$ cat config.mk
export PLATFORM = sky130hd
export DESIGN_NAME = seq_det_fsm
export DESIGN_NICKNAME = d
export VERILOG_FILES = /design/src/rtl/seq_chk_pkg.sv /design/src/rtl/seq_det_fsm.sv
export SDC_FILE = /design/constraint.sdc
export NUM_CORES = 1
export LEC_CHECK = 0
export ABC_AREA = 1
export CAP_MARGIN = 20
export CORE_AREA = 10 10 47 49
export DETAILED_ROUTE_END_ITERATION = 8
export DIE_AREA = 0 0 57 59
export GPL_ROUTABILITY_DRIVEN = 0
export GPL_TIMING_DRIVEN = 0
export PLACE_DENSITY = 0.34
export SYNTH_ARGS = -nofsm -noshare
export SYNTH_HDL_FRONTEND = slang
export SYNTH_SLANG_ARGS = --single-unit
$ cat constraint.sdc
create_clock -name clk -period 0.9 [get_ports clk]
set_input_delay 0.18 -clock clk [delete_from_list [all_inputs] [get_ports clk]]
set_output_delay 0.18 -clock clk [all_outputs]
set_load 0.05 [all_outputs]
$ cat src/rtl/seq_chk_pkg.sv
// Shared types and constants for the 11001 sequence checker.
// Imported by seq_det_fsm and seq_checker.
package seq_chk_pkg;

    typedef enum logic [2:0] {
        S_IDLE  = 3'd0,
        S_G1    = 3'd1,
        S_G11   = 3'd2,
        S_G110  = 3'd3,
        S_G1100 = 3'd4,
        S_DET   = 3'd5
    } det_state_t;

    typedef enum logic {
        HUNT   = 1'b0,
        LOCKED = 1'b1
    } lock_state_t;

    localparam logic [4:0] PATTERN = 5'b11001;
    localparam int         PERIOD  = 5;

    function automatic logic [2:0] sat_inc3(input logic [2:0] v);
        return (v == 3'd7) ? v : v + 3'd1;
    endfunction

endpackage

$ cat src/rtl/seq_det_fsm.sv
// Overlapping 11001 detector with registered det pulse; hit is the same-cycle completion strobe.
// Build with SEQ_CHK_NONOVL_EN defined for non-overlapping detection.
module seq_det_fsm
    import seq_chk_pkg::*;
(
    input  logic clk,
    input  logic rst,
    input  logic din_valid,
    input  logic din,
    output logic hit,
    output logic det
);

    det_state_t state;
    det_state_t nxt;

    // NOTE: every signal assigned in always_comb gets a default first so no latch is inferred.
    always_comb begin
        nxt = state;
        case (state)
            S_IDLE:  nxt = din ? S_G1    : S_IDLE;
            S_G1:    nxt = din ? S_G11   : S_IDLE;
            S_G11:   nxt = din ? S_G11   : S_G110;
            S_G110:  nxt = din ? S_G1    : S_G1100;
            S_G1100: nxt = din ? S_DET   : S_IDLE;
`ifdef SEQ_CHK_NONOVL_EN
            S_DET:   nxt = din ? S_G1    : S_IDLE;
`else
            S_DET:   nxt = din ? S_G11   : S_IDLE;
`endif
            default: nxt = S_IDLE;
        endcase
    end

    assign hit = din_valid && (nxt == S_DET);

    // NOTE: sequential state uses non-blocking assignments only, so every flop sees pre-edge values.
    always_ff @(posedge clk or posedge rst) begin
        if (rst) begin
            state <= S_IDLE;
            det   <= 1'b0;
        end else begin
            det <= hit;
            if (din_valid) state <= nxt;
        end
    end

endmodule

==> results of run 1 <==
-- cell families (layout without fill, tap and decap cells) --
group                  Yosys count  count (layout)  synth area share, %
AND/OR/NAND/NOR                 19              19                 38.7
buffers and inverters            6              17                 10.7
AO/OA/AOI/OAI                    1               1                 2.98
flip-flops                       4               4                 47.6
-- final timing paths --
check	start	endpoint	slack, ns
max	state[1]	hit	-0.40
min	rst	state[0]	0.14
max reg2reg	state[1]	state[0]	-0.13
min reg2reg	state[0]	det	0.57
max in group asynchronous	rst	state[2]	0.60
min in group clk	din_valid	state[1]	0.38
-- cell type report --
| type | count | area, um^2 | area share (%) |
|---|---|---|---|
| tap | 16 | 20.0 | 5.48 |
| multi-input combinational | 20 | 124 | 33.9 |
| inverter | 6 | 22.5 | 6.16 |
| sequential | 4 | 100 | 27.4 |
| timing repair buffer | 8 | 76.3 | 20.9 |
| clock buffer | 3 | 22.5 | 6.16 |
-- what timing repair did --
action	CTS	global route
pin swaps	0	2
gates resized for setup	20	2
buffers inserted	2	1
setup endpoints to repair	4	5
hold endpoints to repair	0	0
-- critical path: cells and delay by family, from the launching register on --
kind                   cells  cell delay, ns
buffers and inverters      2            0.27
AND/OR/NAND/NOR            2            0.24
flip-flops                 1            0.38
-- through the flow --
stage | power [mW] | setup WS, ns | hold WS (ns) | instances | TNS, ns
after floorplan | 0.344 | -0.279 | -0.0539 | 30 | -0.556
after global placement | 0.386 | -1.18 | 0.370 | 51 | -2.54
after detailed placement | 0.389 | -1.17 | 0.383 | 51 | -2.47
after CTS | 0.658 | -0.403 | 0.146 | 56 | -0.460
after global routing | 0.744 | -0.453 | 0.170 | 57 | -0.927
final | 0.693 | -0.401 | 0.142 | 57 | -0.688
-- metal layers --
layer  share of wire (%)  track usage (%)
met4                 5.9             5.03
met2                  53             7.91
met1                  37             3.20
met3                 4.1             2.15
met5                   0                0
-- cells in the mapped netlist (all sizes together) --
cell type	instances	area share (%)
nand2	10	18
nand3	7	17
inv	6	11
dfrtp	4	48
a31oi	1	3.0
nor2	1	1.8
nor3	1	2.4
-- state kept, by name (all words and copies together) (netlist names) --
signal	flops
det	1
state	3
-- power breakdown --
group | internal (mW) | switching [mW] | leakage [nW]
clock | 0.148 | 0.0618 | 0.0138
sequential | 0.209 | 0.0263 | 0.0509
combinational | 0.108 | 0.140 | 0.120
total | 0.465 | 0.228 | 0.185
==> run metrics, run 1 <==
run status finished, violations left; failing checks negative setup slack; syn_nets 34; first-pass GRT wire length 1.08 mm; antenna violation net count after detailed routing 0; initial core utilization 15.0%; Die W 57 um; Largest stage delay, worst path 0.38 ns; CTS H-tree lvls 1; CTS tree yes; # clock sinks 4; clock root cell clkbuf_4; Inserted Diodes 0; fin. max-slew vios 0; share of cells above drive strength 1 34.1%; Max rail drop VDD 0.814 mV; max_cap viols 0; total number of vias 232; hold bufs inserted after CTS 0; RSZ-0062 raised after global routing true; final net count 47; Fin. Hold Viols 0; Port Buffer Count 5; Synth cell types 8; Final min period 1.30 ns; Initial DRT Pass Iterations 2; drt wl/cell 11.1 um; fin util 26.1%; CP startpoint kind register; R2R cell count 6; fill count 152; drt drc 0; Placed Area 297 um^2; Worst EP required 0.72 ns; Rel. slew slack 85.6%; Area growth syn-to-layout 73.8%; Crit Path Max Fanout 3; LEAKAGE 0.185 nW; fin area 365 um^2; Hold Crit Class primary input to async pin; synthesized area 210 um^2; Synth Register Bits 4; Ports 6; Vias/cell 4.07; hpwl dp 453 um; total core area 1400 um^2; CTS max path bufs 2; Post-Syn Instances 30; fin worst setup slack -0.401 ns; Die Y 59 um; Critical Path AT 1.12 ns; Worst path slowest cell dfrtp_1; cts bufs inserted 3; Die ar. 3360 um^2; Setup Crit Path Kind register to primary output; final wirelength 632 um; DR iter-0 viols 1; commonest non-fill, non-tap cells in the layout nand2_1 (10), nand3_1 (5), dfrtp_1 (4); Ys Warns 0; Layout Skew 0.000695 ns; number of global-route vias before repair 261; worst skew pair latency 0.23 ns; critical-path cell list inv_2 -> nand3_4 -> nor3_4 -> buf_6; register area share after synthesis 47.6%; Tcrit/Tclk final 145%; Reg clk slew, reported paths 0.03 ns; pwr/cell area 1900 nW/um^2; # rows 14; grt total ovfl 0; syn avg cell area 7.01 um^2; initial antenna violation count 0; largest net degree at the start of global routing 6; measured slew at the worst slew-check pin 0.216 ns; CP endpoint kind primary output; gr usage total 4.45%; final setup fails 5; FMAX 769 MHz; commonest non-fill, non-tap cell in the layout nand2_1
(Power assumes the default switching activity.)
==> inputs of run 2 (changes only) <==
--- a/config.mk
+++ b/config.mk
@@ -5,14 +5,14 @@
 export SDC_FILE = /design/constraint.sdc
 export NUM_CORES = 1
 export LEC_CHECK = 0
-export ABC_AREA = 1
+export ABC_AREA = 0
 export CAP_MARGIN = 20
 export CORE_AREA = 10 10 47 49
 export DETAILED_ROUTE_END_ITERATION = 8
 export DIE_AREA = 0 0 57 59
 export GPL_ROUTABILITY_DRIVEN = 0
 export GPL_TIMING_DRIVEN = 0
-export PLACE_DENSITY = 0.34
+export PLACE_DENSITY = 0.33
 export SYNTH_ARGS = -nofsm -noshare
 export SYNTH_HDL_FRONTEND = slang
 export SYNTH_SLANG_ARGS = --single-unit
==> run 2 against run 1 <==
  * The run still ends with negative setup slack left
  * Fmax fell by 4.2%
  * Via count down 17%
  * Hold slack lost 0.0042 ns
  * Sequential share of layout area up 2.2 points
  * Sequential power rose by 14%
  * Global-route usage shrank 0.99 points
  * Largest cell class is now flip-flops and latches
==> run metrics, run 2 <==
run status finished, violations left; failing checks negative setup slack; hpwl dp 346 um; initial antenna violation count 0; LEAKAGE 0.168 nW; Post-synth top flop dfrtp_1; final wirelength 482 um; Die W 57 um; CTS tree yes; internal power 0.599 mW; count leader, synth dfrtp_1; largest registers state: 3 flops, det: 1 flops; Vias/cell 3.92; clock root cell clkbuf_4; Biggest register state; fin worst setup slack -0.458 ns; met2 Usage GRT 3.57%; register area share after synthesis 51.0%; Comb power frac 43.9%; RSZ-0062 raised after global routing true; Synth cell types 12; drt drc 0; Hold Crit Class primary input to async pin; DR iter-0 viols 0; CP startpoint kind register; FFs w/ async S/R, synth 100%; max_cap viols 0; gr usage total 3.46%; Reg clk slew, reported paths 0.04 ns; Area contributors post-synth dfrtp_1 (51%), and4bb_1 (6.4%), nand2b_1 (6.4%); number of global-route vias before repair 185; final net count 39; Post-Syn Instances 21; sw frac 30.1%; Clk pwr share 25.0%; grt total ovfl 0; met3 Use GR 4.72%; CTS H-tree lvls 1; Synth Register Bits 4; max reg flops 3; Inserted Diodes 0; Max rail drop VDD 1.05 mV; FMAX 736 MHz; CP Launch Point state[1]; Critical Path Sink hit; hold_ws 0.138 ns; Fin. Hold Viols 0; # clock sinks 4; Crit Path Max Fanout 2; share of cells above drive strength 1 36.4%; Tcrit/Tclk final 151%; final setup fails 5; drt wl/cell 9.84 um; share of power burned in registers 31.1%; first-pass GRT wire length 807 um; Ys Warns 0; Die Y 59 um; Psw 0.258 mW; Die ar. 3360 um^2; RR Endpoint state[2]; cts bufs inserted 3; Post-synth EDFFs 0; # rows 14; Area growth syn-to-layout 72.0%; Initial DRT Pass Iterations 1; met1 usage 3.46%; Critical Path AT 1.18 ns; Layout Skew 0.00413 ns; commonest non-fill, non-tap cells in the layout dfrtp_1 (4), clkbuf_4 (3), buf_4 (3); Port Buffer Count 5; syn avg cell area 9.35 um^2; Setup Crit Path Kind register to primary output; Final min period 1.36 ns; post-synth top area cell dfrtp_1; fill count 162; Rel. slew slack 86.1%; Ports 6; TNS Setup -0.880 ns; Worst EP required 0.72 ns; syn_nets 25; antenna violation net count after detailed routing 0; pwr/cell area 2540 nW/um^2; initial core utilization 14.0%; post-synth top area share 51.0%; R2R cell count 5; CTS max path bufs 2; measured slew at the worst slew-check pin 0.209 ns; fin. max-slew vios 0; total number of vias 192; total core area 1400 um^2; synthesized area 196 um^2; Worst R2R Start state[1]; commonest non-fill, non-tap cell in the layout dfrtp_1; largest net degree at the start of global routing 7; CP endpoint kind primary output; Reg2Reg Setup Slack -0.18 ns; worst skew pair latency 0.23 ns; GR peak layer met3
-- run 2: kinds of logic after synthesis --
family	Yosys count	synth area share, %
buffers and inverters	2	3.82
AOI/OAI and AO/OA	7	19.1
DFF	4	51.0
and+or+nand+nor	8	26.1
-- run 2: worst max-delay path, stage by stage, from the launching register on --
cell,delay [ns]
dfrtp_1,0.36
and4bb_1,0.29
and2_4,0.16
buf_8,0.14
-- run 2: worst min path at each step --
| stage | from | endpoint | slack (ns) | depth (start not counted) |
|---|---|---|---|---|
| 2_1_floorplan | rst | det | -0.05 | 1 |
| 3_3_place_gp | rst | state[0] | 0.38 | 2 |
| 3_5_place_dp | rst | det | 0.38 | 2 |
| 4_1_cts | rst | det | 0.13 | 2 |
| 5_1_grt | rst | det | 0.16 | 2 |
| 6_report | rst | det | 0.14 | 2 |
-- run 2: through the flow --
stage / utilization (%) / worst slack (ns) / std cells / cell area [um^2] / power (mW)
global route: 24.1 / -0.521 / 49 / 338 / 0.937
global placement: 19.2 / -1.21 / 42 / 269 / 0.479
CTS: 22.1 / -0.493 / 47 / 310 / 0.777
detailed placement: 19.2 / -1.21 / 42 / 269 / 0.482
floorplan: - / -0.189 / 21 / 199 / 0.422
finish: 24.1 / -0.458 / 49 / 338 / 0.857
-- run 2: layout make-up --
class	instances	area [um^2]	area share, %
Multi-Input combinational cell	15	100	29.6
Inverter	2	7.51	2.22
Tap cell	16	20.0	5.93
Clock buffer	3	22.5	6.67
Sequential cell	4	100	29.6
Timing Repair Buffer	9	87.6	25.9
-- run 2: power groups by stage --
stage	Combinational, mW	Sequential (mW)	Clock [mW]
3_3_place_gp	0.180	0.299	0
5_1_grt	0.413	0.273	0.252
6_report	0.376	0.267	0.214
3_5_place_dp	0.179	0.303	0
4_1_cts	0.282	0.267	0.228
2_1_floorplan	0.133	0.289	0
-- run 2: per-layer routing --
| layer | share of wire [%] | vias up | routed length [um] |
|---|---|---|---|
| li1 | - | 99 | - |
| met1 | 44 | 88 | 214 |
| met2 | 46 | 5 | 222 |
| met3 | 9.3 | 0 | 45 |
| met4 | 0 | 0 | 0 |
| met5 | 0 | - | 0 |
-- run 2: timing repair --
| action | CTS | global route |
|---|---|---|
| resized for setup | 18 | 3 |
| endpoints found under the hold margin | 0 | 0 |
| setup buffers | 2 | 2 |
| setup endpoints to repair | 5 | 6 |
| hold buffers | 0 | 0 |
| pin swaps | 2 | 3 |
